$ cat config.mk
export PLATFORM = sky130hd
export DESIGN_NAME = reg_scoreboard
export DESIGN_NICKNAME = d
export VERILOG_FILES = /design/src/rtl/reg_scoreboard.sv
export SDC_FILE = /design/constraint.sdc
export NUM_CORES = 1
export LEC_CHECK = 0
export ABC_AREA = 0
export CORE_MARGIN = 2
export CORE_UTILIZATION = 55
export DETAILED_ROUTE_END_ITERATION = 6
export PLACE_DENSITY_LB_ADDON = 0.05
export SYNTH_ARGS = -nofsm -noshare
export SYNTH_HDL_FRONTEND = slang
export SYNTH_SLANG_ARGS = --single-unit
$ cat constraint.sdc
create_clock -name clk -period 6.75 [get_ports clk]
set_input_delay 2.025 -clock clk [delete_from_list [all_inputs] [get_ports clk]]
set_output_delay 2.025 -clock clk [all_outputs]
set_load 0.05 [all_outputs]
$ cat src/rtl/reg_scoreboard.sv
// Register-hazard scoreboard: tracks outstanding writes per architectural register
// and grants the register-read stage only when no source or destination hazard exists.
module reg_scoreboard #(
    parameter int unsigned MAX_PENDING = 3
) (
    input  logic        clk,
    input  logic        reset,
    input  logic        issueValidIn,
    input  logic [3:0]  sourceReg1In,
    input  logic [3:0]  sourceReg2In,
    input  logic        sourceReg1ValidIn,
    input  logic        sourceReg2ValidIn,
    input  logic [3:0]  destRegIn,
    input  logic        destRegValidIn,
    input  logic [3:0]  destRegisterSpecialIn,
    input  logic        destRegisterSpecialValidIn,
    input  logic        stallIn,
    input  logic        wbStallIn,
    input  logic        wbValidIn,
    input  logic [3:0]  wbRegIn,
    input  logic        wbSpecialValidIn,
    input  logic [3:0]  wbSpecialRegIn,
    input  logic        flushIn,
    output logic        canReadOut,
    output logic        hazardStallOut,
    output logic [15:0] busyMaskOut,
    output logic [15:0] stallCountOut,
    output logic        underflowErrOut
);

    localparam int unsigned NumRegs = 16;
    localparam logic [1:0]  MaxCount = 2'(MAX_PENDING);

    logic [1:0]  count_q [NumRegs];
    logic [1:0]  count_d [NumRegs];
    logic [15:0] stallCount_q;
    logic [15:0] stallCount_d;
    logic        underflow_q;
    logic        underflow_d;

    logic        srcHaz;
    logic        dstHaz;
    logic        issueOk;
    logic        grant;
    logic        underflowHit;
    logic [15:0] reserveVec;
    logic [15:0] releaseVec;

    // Hazard detection looks only at registered counts; a writeback this cycle
    // cannot unblock a reader until the following cycle.
    always_comb begin
        srcHaz  = (sourceReg1ValidIn && (count_q[sourceReg1In] != 2'd0)) ||
                  (sourceReg2ValidIn && (count_q[sourceReg2In] != 2'd0));
        dstHaz  = (destRegValidIn && (count_q[destRegIn] == MaxCount)) ||
                  (destRegisterSpecialValidIn && (count_q[destRegisterSpecialIn] == MaxCount));
        issueOk = issueValidIn && !stallIn && !wbStallIn && !flushIn;
        grant   = issueOk && !srcHaz && !dstHaz;
    end

    assign canReadOut     = grant;
    assign hazardStallOut = issueOk && (srcHaz || dstHaz);

    // Matching on register index per counter makes a repeated register
    // (special == dest, or wbSpecial == wb) count only once.
    always_comb begin
        reserveVec = '0;
        releaseVec = '0;
        for (int r = 0; r < NumRegs; r++) begin
            reserveVec[r] = grant &&
                            ((destRegValidIn && (destRegIn == 4'(r))) ||
                             (destRegisterSpecialValidIn && (destRegisterSpecialIn == 4'(r))));
            releaseVec[r] = (wbValidIn && (wbRegIn == 4'(r))) ||
                            (wbSpecialValidIn && (wbSpecialRegIn == 4'(r)));
        end
    end

    always_comb begin
        underflowHit = 1'b0;
        for (int r = 0; r < NumRegs; r++) begin
            count_d[r] = count_q[r];
            if (flushIn) begin
                count_d[r] = 2'd0;
            end else if (reserveVec[r] && !releaseVec[r]) begin
                count_d[r] = count_q[r] + 2'd1;
            end else if (releaseVec[r] && !reserveVec[r]) begin
                if (count_q[r] == 2'd0) begin
                    underflowHit = 1'b1;
                end else begin
                    count_d[r] = count_q[r] - 2'd1;
                end
            end
        end
    end

    always_comb begin
        stallCount_d = stallCount_q;
        if (hazardStallOut && (stallCount_q != 16'hFFFF)) begin
            stallCount_d = stallCount_q + 16'd1;
        end
        underflow_d = underflow_q | underflowHit;
    end

    always_ff @(posedge clk or posedge reset) begin
        if (reset) begin
            for (int r = 0; r < NumRegs; r++) begin
                count_q[r] <= 2'd0;
            end
            stallCount_q <= 16'd0;
            underflow_q  <= 1'b0;
        end else begin
            for (int r = 0; r < NumRegs; r++) begin
                count_q[r] <= count_d[r];
            end
            stallCount_q <= stallCount_d;
            underflow_q  <= underflow_d;
        end
    end

    always_comb begin
        busyMaskOut = '0;
        for (int r = 0; r < NumRegs; r++) begin
            busyMaskOut[r] = (count_q[r] != 2'd0);
        end
    end

    assign stallCountOut   = stallCount_q;
    assign underflowErrOut = underflow_q;

endmodule
==> impl_metrics.csv <==
group,metric,value,unit
timing,worst_clock_skew,0.0115,ns
min_path,hold_path_depth,1,
floorplanning,die_w,91.3,um
layout,design.final.nets,582,
setup_path,crit_path_category,"input port to output port",
timing,slew_violations,0,
timing,max_freq,153,MHz
floorplanning,initial_core_util,57.2,%
layout,n_antenna_cell,0,
detailed_routing,total_number_of_vias,4253,
layout,stdcell_count,645,
setup_path,worstReg2RegStart,"count_q[12]$_DFFE_PP0P_",
floorplanning,core_area,0.00733,mm2
global_routing,grt_first_pass_wirelength,21.3,mm
yosys,yosys-top-cells-area,"sky130_fd_sc_hd__dfrtp_1, sky130_fd_sc_hd__mux4_2, sky130_fd_sc_hd__mux2i_1",
setup_path,worstRegToRegCells,11,
global_routing,maximum_number_of_pins_on_one_net_before_global_route_repair,50,
job,maxCapViolCount,0,
detailed_routing,ant_nets,0,
detailed_routing,dr.first_iter.drc_count,415,
place,buffer_ports.inserted,70,
global_routing,via_count_of_the_first_global_routing_pass,4005,
timing,grt_setup_unrepaired,"no",
yosys,netlist_instances,478,
global_routing,globalRoute.totalOverflow,0,
min_path,timing.hold.worst_endpoint,"stallCountOut[4]$_DFFE_PP0P_",
detailed_routing,detailedRoute.firstPassIterationCount,5,
min_path,min_from,"stallCountOut[4]$_DFFE_PP0P_",
setup_path,crit_path_end_kind,"output port",
detailed_routing,vias_per_cell,6.59,
place,dp_cells,637,
cts,cts.reportedPaths.clkPinSlew,0.09,ns
setup_path,critical_path_peak_fanout,8,
setup_path,worst-endpoint-required,4.72,ns
layout,post-route-cell-area,0.00509,mm2
global_routing,global_route_usage_over_all_layers,32.6,%
cts,buffer_depth_of_the_longest_clock_path,2,
cts,clockRootBuffer,"sky130_fd_sc_hd__clkbuf_8",
power,p_leak,2.03,nW
timing,worstMarginPinSlew,1.05,ns
timing,finalWorstPathRequiredPeriod,6.52,ns
setup_path,arrival,4.50,ns
setup_path,worst_stage_delay_on_the_critical_path,0.65,ns
yosys,post_synthesis_net_count,515,
setup_path,setup.reg_to_reg.worst_slack,3.28,ns
cts,ctsResizeCount,0,
detailed_routing,wire_per_inst,20.6,um
timing,setup_viol_count_final,0,
setup_path,regToRegEndpoint,"underflowErrOut$_DFF_PP0_",
yosys,netlist-cell-type-count,62,
setup_path,critical_path.startpoint_type,"input port",
yosys,synth_enable_flop_cells,0,
place,post-dp-hpwl,10.3,mm
place,dpl-instance-area,0.00499,mm2
timing,share_of_the_clock_period_used_by_the_worst_path_after_layout,96.6,%
status,outcome,"finished clean",
layout,syn2layout_area_growth,21.3,%
place,place_worst_setup_slack,0.246,ns
floorplanning,chipHeight,91.3,um
detailed_routing,wirelength,13.3,mm
floorplanning,num_io_pins,71,
yosys,yosys.area.top_type,"sky130_fd_sc_hd__dfrtp_1",
floorplanning,fp-row-count,31,
global_routing,initial_antenna_violation_count,0,
cts,cts_hold_buffers,0,
yosys,synth_async_sr_flop_share,100,%
place,gpl.final_weighted_congestion,0.972,
timing,hold_viol,0,
cts,clk-insertion-delay-late,0.31,ns
cts,ctsHtreeMaxLevel,2,
yosys,synth.most_common_cell,"sky130_fd_sc_hd__dfrtp_1",
setup_path,crit_path_cell_trace,"clkdlybuf4s50_1 > mux4_2 > a221oi_1 > a311oi_2 > a31oi_4 > a21boi_0 > buf_4 > buf_12",
setup_path,critPathTopFamily,"buffers and inverters",
yosys,yosys-top-cells-count,"sky130_fd_sc_hd__dfrtp_1, sky130_fd_sc_hd__nand2_1, sky130_fd_sc_hd__nor2_1",
yosys,yosysWarningCount,0,
yosys,yosys_register_bits,49,
min_path,worstHoldPathType,"register to register",
setup_path,number_of_buffer_and_inverter_instances_along_the_worst_setup_path,3,
setup_path,critical-path-slowest-cell,"sky130_fd_sc_hd__clkdlybuf4s50_1",
detailed_routing,drc,0,
yosys,synthesis.area,0.00420,mm2
floorplanning,floorplan.die_area,0.00834,mm2
cts,clkSinkCount,49,
yosys,synth.avg_cell_area,8.78,um2
cts,cts-buffers-inserted,5,
yosys,synth_sequential_area_ratio,29.2,%
layout,layout.core_utilization,69.4,%
yosys,yosys_most_used_dff,"sky130_fd_sc_hd__dfrtp_1",
yosys,yosysTopAreaCellShare,29.2,%
layout,layout-drive-gt1-share,10.4,%
power,pwr_density_cell,132,mW/mm2
timing,tns,0,ns
cts,tritoncts,"built",
timing,maxSlewHeadroom,29.8,%
power,power.ir.vdd_worst,191,uV
cts,postCtsSetupBuffers,0,
timing,fin_ws,0.227,ns
cells by family after synthesis:
| kind of cell | Yosys count | share of synthesized area (%) |
|---|---|---|
| buffers and inverters | 38 | 4.65 |
| and+or+nand+nor | 202 | 26.2 |
| xor gates and xnor gates | 27 | 5.64 |
| adders and majority gates | 1 | 0.298 |
| AOI/OAI and AO/OA | 128 | 21.5 |
| DFF | 49 | 29.2 |
| muxes | 33 | 12.4 |
registers in the layout, summed over array words and instances (netlist names):
signal and flops:
underflowErrOut 1, count_q 32, stallCountOut 16
cells in the final DEF, fill, tap and decap left out, drive strengths merged, types with 13 or more instances in the layout:
| cell | synthesis | routed |
|---|---|---|
| inv | 17 | 17 |
| xnor2 | 18 | 18 |
| nand4 | 14 | 14 |
| nand3 | 18 | 18 |
| dfrtp | 49 | 49 |
| nor3 | 18 | 18 |
| clkdlybuf4s50 | 0 | 68 |
| buf | 10 | 13 |
| mux4 | 14 | 14 |
| nand3b | 13 | 13 |
| or2 | 13 | 13 |
| o22ai | 25 | 25 |
| mux2i | 18 | 18 |
| nor2 | 39 | 39 |
| nand2 | 43 | 43 |
| a21oi | 19 | 19 |
| o21ai | 22 | 22 |
power by group:
part / internal (mW) / switching (mW) / total [mW] / leakage, nW
logic: 0.0691 / 0.104 / 0.173 / 1.32
registers: 0.300 / 0.00883 / 0.309 / 0.656
clock network: 0.0834 / 0.106 / 0.190 / 0.0512
layout make-up:
| type | instances | area, um2 |
|---|---|---|
| clock buffers | 6 | 82.6 |
| inverters | 17 | 63.8 |
| well taps | 99 | 124 |
| flip-flops and latches | 49 | 1230 |
| multi-input cells | 391 | 2770 |
| repair buffers | 81 | 803 |
| fillers | 592 | 2240 |
| clock inverters | 2 | 13.8 |
worst max-delay path by stage:
stage                             startpoint              to  slack (ns)  cells past startpoint
detailed placement           sourceReg1In[2]      canReadOut        0.25                      8
floorplan                    sourceReg1In[2]  hazardStallOut        0.39                      5
global route                 sourceReg2In[2]      canReadOut        0.12                      8
CTS                          sourceReg1In[2]  hazardStallOut        0.23                      8
finish                       sourceReg1In[2]  hazardStallOut        0.23                      8
global placement    destRegisterSpecialIn[0]  hazardStallOut        0.27                      9
through the flow:
stage                     hold slack [ns]  total power [mW]
final                               0.498             0.672
after detailed placement            0.479             0.485
after floorplan                     0.505             0.419
after global placement              0.479             0.481
after global routing                0.515             0.697
after CTS                           0.499             0.670
worst reg2reg max path: cells and delay by family (launching register included):
family          cells  cell delay [ns]
compound gates      6             1.55
mux                 1             0.50
flops               1             0.48
buf+inv             2             0.42
simple gates        2             0.41
layer usage:
layer / share of wire, % / global-route usage [%]
met3: 9.2 / 6.72
met4: 4.3 / 13.9
met5: 0 / 0
met1: 40 / 42.6
met2: 47 / 52.6
No activity file was read; power rests on OpenSTA's default activity.
